==> config.mk <==
export PLATFORM = sky130hd
export DESIGN_NAME = uart_tx_msg_sequencer
export DESIGN_NICKNAME = d
export VERILOG_FILES = /design/src/rtl/uart_tx_msg_sequencer.sv
export SDC_FILE = /design/constraint.sdc
export NUM_CORES = 1
export LEC_CHECK = 0
export BUFFER_PORTS_ARGS = -buffer_cell sky130_fd_sc_hd__buf_4
export CAP_MARGIN = 20
export CORE_ASPECT_RATIO = 0.7
export CORE_MARGIN = 2
export CORE_UTILIZATION = 25
export CTS_CLUSTER_SIZE = 10
export DETAILED_ROUTE_END_ITERATION = 8
export HOLD_SLACK_MARGIN = 0.05
export PLACE_DENSITY_LB_ADDON = 0.25
export SYNTH_ARGS = -nofsm -noshare
export SYNTH_HDL_FRONTEND = slang
export SYNTH_SLANG_ARGS = --single-unit
==> constraint.sdc <==
create_clock -name i_clk -period 2.4 [get_ports i_clk]
set_input_delay 0.36 -clock i_clk [delete_from_list [all_inputs] [get_ports i_clk]]
set_output_delay 0.36 -clock i_clk [all_outputs]
set_load 0.005 [all_outputs]
==> src/rtl/uart_tx_msg_sequencer.sv <==
// rtl/uart_tx_msg_sequencer.sv - feeds a fixed-length message byte by byte into a UART transmitter
module uart_tx_msg_sequencer #(
  parameter int DATA_BIT       = 8,
  parameter int MSG_LEN        = 5,
  parameter int GAP_CYCLES     = 16,
  parameter int TIMEOUT_CYCLES = 2000000,
  localparam int IDX_W         = (MSG_LEN > 1) ? $clog2(MSG_LEN) : 1
) (
  input  logic                        i_clk,
  input  logic                        i_rst_n,
  input  logic                        i_start,
  input  logic [MSG_LEN*DATA_BIT-1:0] i_msg,
  input  logic                        i_tx_done,
  output logic                        o_tx_data_avail,
  output logic [DATA_BIT-1:0]         o_tx_din,
  output logic                        o_busy,
  output logic [IDX_W-1:0]            o_byte_idx,
  output logic                        o_msg_done,
  output logic                        o_error
);

  // One counter serves both the inter-byte gap and the done timeout.
  localparam int CNT_MAX = (TIMEOUT_CYCLES > GAP_CYCLES) ? TIMEOUT_CYCLES : GAP_CYCLES;
  localparam int CNT_W   = $clog2(CNT_MAX + 1);
  localparam logic [CNT_W-1:0] TO_LAST  = CNT_W'(TIMEOUT_CYCLES - 1);
  localparam logic [CNT_W-1:0] GAP_LAST = CNT_W'((GAP_CYCLES > 0) ? GAP_CYCLES - 1 : 0);
  localparam logic [IDX_W-1:0] IDX_LAST = IDX_W'(MSG_LEN - 1);
  localparam bit HAS_GAP = (GAP_CYCLES > 0);

  typedef enum logic [2:0] {
    S_IDLE,
    S_SEND,
    S_WAIT,
    S_GAP,
    S_FINISH
  } state_t;

  state_t                      state_q, state_d;
  logic [1:0]                  sync_q;
  logic                        start_prev_q;
  logic                        start_rise;
  logic [MSG_LEN*DATA_BIT-1:0] msg_q, msg_d;
  logic [IDX_W-1:0]            idx_q, idx_d;
  logic [CNT_W-1:0]            cnt_q, cnt_d;
  logic [DATA_BIT-1:0]         din_q, din_d;
  logic                        avail_q, avail_d;
  logic                        busy_q, busy_d;
  logic                        done_q, done_d;
  logic                        err_q, err_d;
  logic [DATA_BIT-1:0]         cur_byte;
  logic                        last_byte;
  logic                        timed_out;

  assign start_rise = sync_q[1] & ~start_prev_q;
  assign cur_byte   = msg_q[int'(idx_q) * DATA_BIT +: DATA_BIT];
  assign last_byte  = (idx_q == IDX_LAST);
  assign timed_out  = (cnt_q == TO_LAST);

  // State register, start synchronizer and registered datapath/outputs.
  always_ff @(posedge i_clk or negedge i_rst_n) begin
    if (!i_rst_n) begin
      state_q      <= S_IDLE;
      sync_q       <= 2'b00;
      start_prev_q <= 1'b0;
      msg_q        <= '0;
      idx_q        <= '0;
      cnt_q        <= '0;
      din_q        <= '0;
      avail_q      <= 1'b0;
      busy_q       <= 1'b0;
      done_q       <= 1'b0;
      err_q        <= 1'b0;
    end else begin
      state_q      <= state_d;
      sync_q       <= {sync_q[0], i_start};
      start_prev_q <= sync_q[1];
      msg_q        <= msg_d;
      idx_q        <= idx_d;
      cnt_q        <= cnt_d;
      din_q        <= din_d;
      avail_q      <= avail_d;
      busy_q       <= busy_d;
      done_q       <= done_d;
      err_q        <= err_d;
    end
  end

  // Next-state decode; a done arriving with timeout expiry takes priority.
  always_comb begin
    state_d = state_q;
    case (state_q)
      S_IDLE:   if (start_rise) state_d = S_SEND;
      S_SEND:   state_d = S_WAIT;
      S_WAIT: begin
        if (i_tx_done) begin
          if (last_byte)    state_d = S_FINISH;
          else if (HAS_GAP) state_d = S_GAP;
          else              state_d = S_SEND;
        end else if (timed_out) begin
          state_d = S_IDLE;
        end
      end
      S_GAP:    if (cnt_q == GAP_LAST) state_d = S_SEND;
      S_FINISH: state_d = S_IDLE;
      default:  state_d = S_IDLE;
    endcase
  end

  // Datapath and output next values; outputs are registered so they lag the state by one clock.
  always_comb begin
    msg_d   = msg_q;
    idx_d   = idx_q;
    cnt_d   = cnt_q;
    din_d   = din_q;
    avail_d = 1'b0;
    busy_d  = busy_q;
    done_d  = 1'b0;
    err_d   = err_q;
    case (state_q)
      S_IDLE: begin
        if (start_rise) begin
          msg_d  = i_msg;
          idx_d  = '0;
          err_d  = 1'b0;
          busy_d = 1'b1;
        end
      end
      S_SEND: begin
        din_d   = cur_byte;
        avail_d = 1'b1;
        cnt_d   = '0;
      end
      S_WAIT: begin
        if (i_tx_done) begin
          cnt_d = '0;
          if (last_byte) done_d = 1'b1;
          else           idx_d  = idx_q + 1'b1;
        end else if (timed_out) begin
          err_d  = 1'b1;
          busy_d = 1'b0;
        end else begin
          cnt_d = cnt_q + 1'b1;
        end
      end
      S_GAP:    cnt_d  = cnt_q + 1'b1;
      S_FINISH: busy_d = 1'b0;
      default:  busy_d = 1'b0;
    endcase
  end

  assign o_tx_data_avail = avail_q;
  assign o_tx_din        = din_q;
  assign o_busy          = busy_q;
  assign o_byte_idx      = idx_q;
  assign o_msg_done      = done_q;
  assign o_error         = err_q;

endmodule

======== After elaboration in Yosys (flattened, before gate mapping) ========
Index checks and enable logic that the tools add are counted.
word-level totals
  latch bits .............................. 0
  memory bits (read-only) ................. 0
  RAM bits ................................ 0
  memories ................................ 0
  register bits ........................... 82
  bits of input ports ..................... 44
cells by class
  add/subtract/negate cells ............... 2
  bitwise gates (word level) .............. 3
  divide/modulo/power cells ............... 0
  multipliers ............................. 0
  order comparisons ....................... 0
  eq/ne operators ......................... 14
  reductions and logical operators ........ 10
  shift-type cells ........................ 1
  multiplexer cells ....................... 25
operators with widths
  kind                                             number
  one-hot mux 21 bit (3 select lines)              1
  2-to-1 mux 21 bit                                2
  indexed part select 40 x 7 -> 8 bit              1
  2-to-1 mux 3 bit                                 8
  adder 21 x 1 -> 21 bit (second input constant)   1
  == test 21 bit (second input constant)           1
  == test 21 x 4 -> 1 bit (second input constant)  1
  != test 2 bit (second input constant)            6
  one-hot mux 3 bit (4 select lines)               1
  AND reduction 4 bit                              3
  2-to-1 mux 1 bit                                 10
  == test 3 x 2 -> 1 bit (second input constant)   2
  != test 3 bit (second input constant)            2
  one-hot mux 3 bit (2 select lines)               1
  AND reduction 2 bit                              2
  adder 3 x 1 -> 3 bit (second input constant)     1
  == test 3 x 1 -> 1 bit (second input constant)   1
  == test 3 bit (second input constant)            1
  zero test 3 bit                                  1
  one-hot mux 1 bit (3 select lines)               1
  AND reduction 3 bit                              1
  nonzero test 3 bit                               1
  inverter 1 bit                                   2
  one-hot mux 1 bit (2 select lines)               1
  other kinds (3)                                  3

======== Longest topological paths before layout ========
Gate-level depths: netlist of the first run.
  depth in word-level cells ............... 4
  gate-level depth with buffers ........... 7
  depth with buffers taken out ............ 6

======== Worst setup path after synthesis of the first run ========
Ideal clock, no wire load.
  path type ............................... register -> register
  start ................................... register cnt_q[13]
  end ..................................... register cnt_q[17]
  required time ........................... 2,274 ps
  arrival time ............................ 1,679 ps
  setup time .............................. 126 ps
  slack ................................... 595 ps
  cell stages (with the launch flop) ...... 7
  path buffers ............................ 1
  cell sequence ........................... dfrtp_1 or4_4 nor4_4 nand3_1 nand2b_1 buf_6 o31ai_1
between the ends
  word-level cells in the longest chain between the ends .. 4
  elaborated cells on any way between the ends .. 7
ends and longest elaborated chain
  what                                 RTL line  RTL
  from (decl)                          44        logic [CNT_W-1:0] cnt_q, cnt_d;
  from (signal assigned)               79        cnt_q <= cnt_d;
  adder 21 x 1 -> 21 bit               142, 145
  2-to-1 mux 21 bit                    138       end else if (timed_out) begin
  2-to-1 mux 21 bit                    134       if (i_tx_done) begin
  one-hot mux 21 bit (3 select lines)  119       case (state_q)
Several ways; a longest one is shown, not always the timed one. The select of a mux whose other input is x is not followed.
A chain may end at the register's enable or synchronous reset.

======== Final worst setup path of the first run ========
  start ................................... register cnt_q[16]
  end ..................................... register cnt_q[17]
The elaborated chain is that of the path after synthesis.

==> flow_summary.toml, run 1 <==
[setup_path]
crit_path_end_kind = "flop"
crit_arrival_ns = 2.30
timing.rr.end = "cnt_q[17]"
crit_type = "reg -> reg"
cp.required_ns = 2.60
rrSetupSlack_ns = 0.30
rr_worst_depth = 5
cp_max_fo = 9
timing.rr.start = "cnt_q[16]"
cp-start-kind = "flop"

[route]
wirelength_um = 9250
viasPerCell = 4.52
drt_iter0_markers = 161
drc = 0
wl_per_cell_um = 14.0
first_pass_iters = 4
vias = 2991
ant_nets = 0

[pwr]
p_clk_frac = 0.252
pwr-share-seq = 0.406
total_leakage_power_nw = 2.25
p_sw_w = 0.00191
power.density_nw_per_um2 = 1140
switching_share = 0.348
power_w = 0.00551
peakVddDrop_mv = 0.327
pwr-share-comb = 0.342
p_int_w = 0.00359

[clocking]
clock-root-buffer = "clkbuf_16"
cts.repair.resized = 0
cts-buffers-inserted = 9
cts.sinks = 82
htreeDepth = 3
clk_pin_slew_ns = 0.06
cts_tree = "yes"
max-clock-path-buffers = 2
postCtsHoldBufs = 0
postCtsSetupBuffers = 0
insertion_delay_ns = 0.33

[placed_design]
hpwl_um = 6660
place_congestion = 0.816
io_buffers = 58

[yosys]
synth_flop_cell = "dfrtp_1"
synth_top_family_by_area = "simple AND/OR/NAND/NOR gates"
synth_nets = 454
yosysWarnings = 0
synth_compound_area_frac = 0.0960
seq_area_frac_synth = 0.532
synthesis.instances = 407
synth_mux_area_frac = 0.0493
netlist_area_um2 = 3860
synth_edf_count = 0
synth-simple-area-share = 0.257
synth_xor_xnor_area_share = 0.0227
synth_seq_cells = 82
yosysUniqueCellTypes = 47
syn_area_per_cell_um2 = 9.48
ys_async_sr_fraction = 1.00
synthAdderAreaFrac = 0.00973

[layout]
n_antenna_cell = 0
drive_gt1_frac = 0.217
nNetsFinal = 508
area_growth_pct = 24.6

[floorplan]
start_util = 0.259
dieWidth_um = 152
die_area_um2 = 16500
io_pins = 59
design.core.area_um2 = 14900
placementRows = 37
fp.dieH_um = 108

[timing]
tns_ns = 0
finalHoldViolCount = 0
setup_viol = 0
min_period_ns = 2.10
rsz0062_at_grt = "false"
fin_crit_sh = 0.873
drv_slew = 0
fmax_mhz = 477
tightest_slew_ns = 0.876
relSlewSlack = 0.412
skew_ns = 0.00845

[global_route]
antenna_found_initial = 0
grt_pass1_vias = 2952
gr-usage-all-layers = 0.118
grt_max_degree = 50
grt_pass1_wl_um = 15600
overflow = 0

[job]
maxCapViolCount = 0

[hold_path]
holdCritPathClass = "in -> async"

[run_status]
outcome = "completed"
[cells in the final DEF, fill, tap and decap left out, drive strengths merged, types with 2 or more instances in the layout]
cell,netlist,layout
a211oi,3,3
a21o,2,2
a21oi,13,13
a22oi,8,8
a31oi,2,2
and3,4,4
and4,3,3
buf,7,65
clkbuf,15,10
clkinv,0,3
dfrtp,82,82
ha,3,3
inv,7,8
mux4,8,8
nand2,135,135
nand2b,5,5
nand3,13,13
nand4,7,7
nor2,28,28
nor3,8,8
nor4,5,5
o21ai,15,15
o21bai,2,2
o31ai,6,6
or3,2,2
or4,4,4
xor2,9,9
[metal layers]
metal | up-vias | routed length [um] | GRT usage
li1 | 1500 | - | -
met1 | 1426 | 5070 | 0.187
met2 | 60 | 3710 | 0.161
met3 | 5 | 394 | 0.0265
met4 | 0 | 67 | 0.0278
met5 | - | 0 | 0
[power by group through the flow]
stage	clock (W)	sequential, W	combinational [W]
2_1_floorplan	0	0.00213	0.00133
3_3_place_gp	0	0.00225	0.00188
3_5_place_dp	0	0.00226	0.00190
4_1_cts	0.00143	0.00224	0.00191
5_1_grt	0.00150	0.00231	0.00213
6_report	0.00139	0.00224	0.00188
[final cells by class]
type | count | area [um^2]
clock buffers | 10 | 239
multi-input cells | 296 | 1680
fillers | 1557 | 10100
well taps | 195 | 244
clock inverters | 6 | 65.1
repair buffers | 65 | 500
inverters | 7 | 26.3
flip-flops and latches | 82 | 2050
[worst max-delay path by stage]
stage	start	endpoint	slack, ns	cells after the start
after floorplan	cnt_q[13]	cnt_q[17]	0.60	6
after global placement	cnt_q[13]	cnt_q[17]	0.35	5
after detailed placement	cnt_q[16]	cnt_q[17]	0.28	5
after CTS	cnt_q[16]	cnt_q[17]	0.29	5
after global routing	cnt_q[16]	cnt_q[7]	0.14	5
final	cnt_q[16]	cnt_q[17]	0.30	5
[state kept, by name (all words and copies together), names as in the netlist]
name             count
cnt_q               21
msg_q               40
o_busy               1
o_byte_idx           3
o_error              1
o_msg_done           1
o_tx_data_avail      1
o_tx_din             8
start_prev_q         1
state_q              3
sync_q               2
[critical path: stages (launching register included)]
cell and delay, ns:
dfrtp_1 0.44, or4_1 0.59, nor4_4 0.30, nand3_1 0.15, nand2b_1 0.36, o31ai_1 0.13
[per-stage QoR]
stage / utilization / instances / hold slack (ns) / cell area (um^2) / setup WS, ns
final: 0.323 / 661 / 0.0482 / 4810 / 0.305
after global routing: 0.323 / 661 / 0.111 / 4810 / 0.139
after CTS: 0.323 / 661 / 0.0760 / 4810 / 0.287
after detailed placement: 0.302 / 645 / 0.351 / 4510 / 0.281
after global placement: 0.302 / 645 / 0.337 / 4510 / 0.346
after floorplan: - / 407 / 0.0644 / 3860 / 0.595
[kinds of logic (layout without fill, tap and decap cells)]
group | after synthesis | after routing
and+or+nand+nor | 218 | 218
DFF | 82 | 82
AOI/OAI and AO/OA | 56 | 56
buffers and inverters | 29 | 88
xor gates and xnor gates | 10 | 10
muxes | 9 | 9
adders and majority gates | 3 | 3
[Yosys cell counts, types with 3 or more instances]
cell / count / area (um^2)
a211oi_1: 3 / 22.5
a21oi_1: 13 / 65.1
a22oi_1: 8 / 60.1
and3_1: 4 / 25.0
and4_1: 3 / 26.3
buf_2: 5 / 25.0
clkbuf_1: 15 / 56.3
dfrtp_1: 82 / 2050
ha_1: 3 / 37.5
inv_1: 5 / 18.8
mux4_2: 8 / 180
nand2_1: 135 / 507
nand2b_1: 5 / 31.3
nand3_1: 13 / 65.1
nand4_1: 7 / 43.8
nor2_1: 27 / 101
nor3_1: 5 / 25.0
nor3_2: 3 / 30.0
nor4_1: 3 / 18.8
o21ai_1: 12 / 60.1
o31ai_1: 6 / 45.0
or4_1: 3 / 22.5
xor2_1: 9 / 78.8
No activity file was read; power rests on OpenSTA's default activity.
==> run 2: changes to the inputs <==
- ABC_AREA: unset -> 1
==> run 2 against run 1 <==
  * Synthesized cell count rose by 39%
  * Fmax is 10% higher
  * Sequential power down 5%
  * Synthesized area rose by 11%
  * Clock skew shrank 0.00076 ns
  * Wire length up 35%
  * Power increased by 4.1%
  * Clock power is 11% higher
  * Highest routed layer unchanged
  * Global-route usage grew 2.6 points
  * Combinational power increased by 10%
  * First-iteration DRC count rose by 120%
==> flow_summary.toml, run 2 <==
[global_route]
grt_max_degree = 44
gr-usage-all-layers = 0.144
grt_pass1_wl_um = 20200
busiest_layer = "met1"
grt_pass1_vias = 3720
grt_use_met1 = 0.227
use_met2 = 0.189
overflow = 0
grt_use_met3 = 0.0356
antenna_found_initial = 0

[timing]
rsz0062_at_grt = "false"
min_period_ns = 1.91
tns_ns = 0
tightest_slew_ns = 0.602
fmax_mhz = 525
setup_viol = 0
relSlewSlack = 0.599
fin_crit_sh = 0.794
skew_ns = 0.00770
drv_slew = 0
finalHoldViolCount = 0

[yosys]
synth_top_area_share = 0.478
yosys-top-cells-count = "nand2_1, dfrtp_1, nor2_1"
synthTopCellsByArea = "dfrtp_1, nand2_1, nor2_1"
ys_async_sr_fraction = 1.00
yosysWarnings = 0
synthesis.instances = 565
synth_seq_cells = 82
synth_top_area_cell = "dfrtp_1"
netlist_area_um2 = 4300
syn_area_per_cell_um2 = 7.60
synth_nets = 612
synth_flop_cell = "dfrtp_1"
yosysUniqueCellTypes = 33
seq_area_frac_synth = 0.478
yosysMostFrequentCell = "nand2_1"
synth_edf_count = 0

[hold_path]
holdCritPathClass = "in -> reg"

[placed_design]
io_buffers = 58
hpwl_um = 8990
place_congestion = 0.896

[layout]
area_growth_pct = 24.5
layout_common_cells = "nand2_1, dfrtp_1, buf_4"
layout_commonest_cell = "nand2_1"
n_antenna_cell = 0
largest_reg_flops = 40
drive_gt1_frac = 0.172
regMostFlops = "msg_q"
nNetsFinal = 674
fillers = 1790

[clocking]
max-clock-path-buffers = 2
htreeDepth = 3
cts_tree = "yes"
clk_pin_slew_ns = 0.06
insertion_delay_ns = 0.35
cts.sinks = 82
cts-buffers-inserted = 9
postCtsSetupBuffers = 0
clock-root-buffer = "clkbuf_16"

[setup_path]
crit_path_end_kind = "flop"
critical_path.most_common_cell = "nand2_4"
crit_type = "reg -> reg"
critical_path.slowest_cell = "dfrtp_1"
cp-start-kind = "flop"
cp.required_ns = 2.68
cp_top_family = "simple AND/OR/NAND/NOR gates"
cp.buffers_inverters = 1
crit_arrival_ns = 2.18
max_stage_delay_ns = 0.39
crit_path_cell_trace = "ha_1 -> nand2_1 -> nor2_4 -> nand2_4 -> nor2_4 -> nand3_4 -> nand2_4 -> inv_4 -> nand2_4 -> nand2_1 -> nor2_1"
cp_max_fo = 12

[job]
maxCapViolCount = 0

[route]
drc = 0
wl_per_cell_um = 14.4
drt_iter0_markers = 355
ant_nets = 0
viasPerCell = 4.55
vias = 3926
wirelength_um = 12500
first_pass_iters = 6

[pwr]
power_w = 0.00573
total_leakage_power_nw = 2.60
power.density_nw_per_um2 = 1070
peakVddDrop_mv = 0.458

[floorplan]
die_area_um2 = 18300
design.core.area_um2 = 17000
io_pins = 59
fp.dieH_um = 114
start_util = 0.253
placementRows = 40
dieWidth_um = 161

[run_status]
outcome = "completed"
run 2: cell types whose count changed after synthesis, moves of 6 or more:
cell      previous run  this run
mux4_2               8         0
nand2_1            135       206
a22oi_1              8         0
o21ai_0              1        27
nand4_1              7        20
clkbuf_1            15         8
nor2_1              27        67
o31ai_1              6         0
a31oi_1              2         8
a21oi_1             13         4
inv_1                5        36
o21ai_1             12         0
o22ai_1              0         7
nand3_1             13        40
run 2: final timing paths:
kind	from	end	cells past startpoint	slack (ns)
worst max-delay path	cnt_q[1]	cnt_q[17]	11	0.49
worst min-delay path	i_start	sync_q[0]	1	0.13
worst max register to register	cnt_q[1]	cnt_q[17]	11	0.49
worst min register to register	sync_q[0]	sync_q[1]	0	0.35
max in group asynchronous	i_rst_n	sync_q[1]	3	1.18
min in group asynchronous	i_rst_n	msg_q[34]	2	0.57
run 2: timing repair:
action                    CTS  global route
resized for setup           0             0
hold endpoints to repair   28             0
hold buffers                1             0
run 2: worst register-to-register path, cell delays in order (launching register included):
cell	delay, ns
dfrtp_1	0.39
ha_1	0.23
nand2_1	0.11
nor2_4	0.16
nand2_4	0.10
nor2_4	0.14
nand3_4	0.14
nand2_4	0.20
inv_4	0.13
nand2_4	0.10
nand2_1	0.06
nor2_1	0.09
run 2: per-layer routing:
metal,up-vias,wire length [um]
met2,117,4910
met3,16,701
met4,0,143
met5,-,0
met1,1838,6700
li1,1955,-
run 2: final cells by class:
cell class,count,area [um^2],share of cell area
clock inverters,5,85.1,0.0159
inverters,42,160,0.0299
clock buffers,11,243,0.0454
multi-input cells,421,1970,0.369
flip-flops and latches,82,2050,0.384
well taps,231,289,0.0540
repair buffers,71,548,0.102
run 2: kinds of logic (layout without fill, tap and decap cells):
family | Yosys count | in the layout | share of synthesized area
buf+inv | 62 | 129 | 0.0638
compound gates | 61 | 61 | 0.0874
simple gates | 350 | 350 | 0.348
fa+ha+maj | 3 | 3 | 0.00874
xor+xnor | 7 | 7 | 0.0143
flops | 82 | 82 | 0.478
run 2: through the flow:
stage                     setup WS [ns]  cell area (um^2)  hold WS [ns]  std cells  utilization
final                             0.495              5350         0.134        863        0.315
after global routing              0.272              5350         0.113        863        0.315
after CTS                         0.481              5350         0.114        863        0.315
after detailed placement          0.507              5010         0.339        846        0.295
after global placement            0.565              5010         0.343        846        0.295
after floorplan                   0.759              4300        0.0644        565            -
run 2: where the power goes:
part / internal, W / switching [W] / leakage [nW]
Sequential: 0.00186 / 0.000264 / 1.04
Combinational: 0.000744 / 0.00133 / 1.41
Clock: 0.000948 / 0.000592 / 0.157
==> run 3: changes to the inputs <==
- clock period: 2.4 -> 1.9 ns (I/O delays scaled with it)
==> run 3 against run 2 <==
  * Sequential power is 26% higher
  * Flip-flop and latch count is the same
  * Setup slack worse by 0.37 ns
  * Critical endpoint is now cnt_q[20]
  * Largest cell class unchanged
  * Largest power group is now combinational logic
  * Highest routed layer unchanged
==> flow_summary.toml, run 3 (synthesis results as in run 2) <==
[run_status]
outcome = "completed"

[route]
first_pass_iters = 6
viasPerCell = 4.49
drc = 0
drt_iter0_markers = 235
wl_per_cell_um = 14.1
ant_nets = 0
vias = 3922
wirelength_um = 12300

[placed_design]
hpwl_um = 9010
io_buffers = 58
post-place-ws_ns = 0.106
place_congestion = 0.896
dp.cells = 851

[global_route]
antenna_found_initial = 0
grt_max_degree = 42
grt_pass1_vias = 3772
grt_pass1_wl_um = 20100
overflow = 0
gr-usage-all-layers = 0.142

[clocking]
cts.sinks = 82
clock-root-buffer = "clkbuf_16"
clk_pin_slew_ns = 0.06
cts_tree = "yes"
htreeDepth = 3
insertion_delay_ns = 0.34
cts-buffers-inserted = 9
max-clock-path-buffers = 2

[timing]
tns_ns = 0
skew_ns = 0.00727
setup_slack_ns = 0.120
fin_crit_sh = 0.937
setup_viol = 0
tightest_slew_ns = 0.569
drv_slew = 0
finalHoldViolCount = 0
relSlewSlack = 0.619
fmax_mhz = 562
min_period_ns = 1.78

[setup_path]
cp.required_ns = 2.16
cp_max_fo = 12
crit_path_end_kind = "flop"
cp-start-kind = "flop"
crit_type = "reg -> reg"
crit_arrival_ns = 2.04

[pwr]
pwr-share-seq = 0.374
pwr-share-comb = 0.380
peakVddDrop_mv = 0.518
power.density_nw_per_um2 = 1320
p_clk_frac = 0.246
p_sw_w = 0.00276
p_int_w = 0.00441
total_leakage_power_nw = 2.65
switching_share = 0.385

[layout]
largest_reg_flops = 40
layout_common_cells = "nand2_1, dfrtp_1, buf_4"
area_growth_pct = 26.2
final-instance-count-excl-fill = 873
layout_commonest_cell = "nand2_1"
nNetsFinal = 684
drive_gt1_frac = 0.188
fin_util = 0.320
regMostFlops = "msg_q"
n_antenna_cell = 0

[floorplan]
die_area_um2 = 18300
fp.dieH_um = 114
design.core.area_um2 = 17000
dieWidth_um = 161
placementRows = 40
io_pins = 59
start_util = 0.253

[hold_path]
holdCritPathClass = "in -> reg"

[job]
maxCapViolCount = 0
==> run 3: changes by cell type in the layout (fill, tap and decap cells not counted), sizes merged <==
| cell | change |
|---|---|
| inv | -1 |
| buf | +9 |
| bufinv | -1 |
| clkbuf | -1 |
| clkinv | +3 |
| dlygate4sd3 | +1 |
==> run 3: per-layer routing <==
| layer | vias up | part of all wire | GRT usage | wire length (um) |
|---|---|---|---|---|
| li1 | 1975 | - | - | - |
| met1 | 1826 | 0.54 | 0.222 | 6680 |
| met2 | 102 | 0.39 | 0.194 | 4820 |
| met3 | 19 | 0.049 | 0.0305 | 600 |
| met4 | 0 | 0.014 | 0.0411 | 176 |
| met5 | - | 0 | 0 | 0 |
==> run 3: worst paths after layout <==
kind | startpoint | end | slack [ns] | depth (start not counted)
max | cnt_q[0] | cnt_q[20] | 0.12 | 11
min | i_msg[5] | msg_q[5] | 0.13 | 3
max reg2reg | cnt_q[0] | cnt_q[20] | 0.12 | 11
min reg2reg | sync_q[0] | sync_q[1] | 0.35 | 0
max in group asynchronous | i_rst_n | msg_q[12] | 0.82 | 3
min in group asynchronous | i_rst_n | msg_q[32] | 0.46 | 2
==> run 3: through the flow <==
stage               hold slack (ns)  cell area, um^2  power, W
floorplan                   -0.0106             4300   0.00437
global placement              0.295             5060   0.00536
detailed placement            0.292             5060   0.00540
CTS                           0.120             5380   0.00721
global route                  0.136             5420   0.00777
finish                        0.131             5420   0.00717
==> run 3: layout make-up <==
| class | count | area (um^2) |
|---|---|---|
| Fill cell | 1840 | 11500 |
| Clock inverter | 6 | 65.1 |
| Tap cell | 231 | 289 |
| Sequential cell | 82 | 2050 |
| Timing Repair Buffer | 81 | 642 |
| Inverter | 42 | 160 |
| Multi-Input combinational cell | 421 | 1980 |
| Clock buffer | 10 | 239 |
==> run 3: repair_timing <==
action | CTS | global route
buffers inserted | 0 | 4
setup endpoints to repair | 0 | 17
resized for setup | 0 | 4
endpoints found under the hold margin | 35 | 0
hold buffers | 2 | 0
==> run 3: power by group through the flow <==
stage,clock (W),sequential (W),combinational [W]
2_1_floorplan,0,0.00264,0.00174
3_3_place_gp,0,0.00270,0.00266
3_5_place_dp,0,0.00271,0.00269
4_1_cts,0.00181,0.00269,0.00270
5_1_grt,0.00190,0.00276,0.00310
6_report,0.00176,0.00268,0.00272
==> run 3: worst max-delay path, stage by stage (launching register included) <==
cell and delay [ns]:
dfrtp_1 0.38, ha_2 0.22, nand2_1 0.09, nor2_4 0.20, nand2_4 0.10, nor2_4 0.14
nand3_4 0.12, nand2_4 0.10, inv_4 0.10, nand2_4 0.09, nand2_1 0.05, nor2_1 0.11
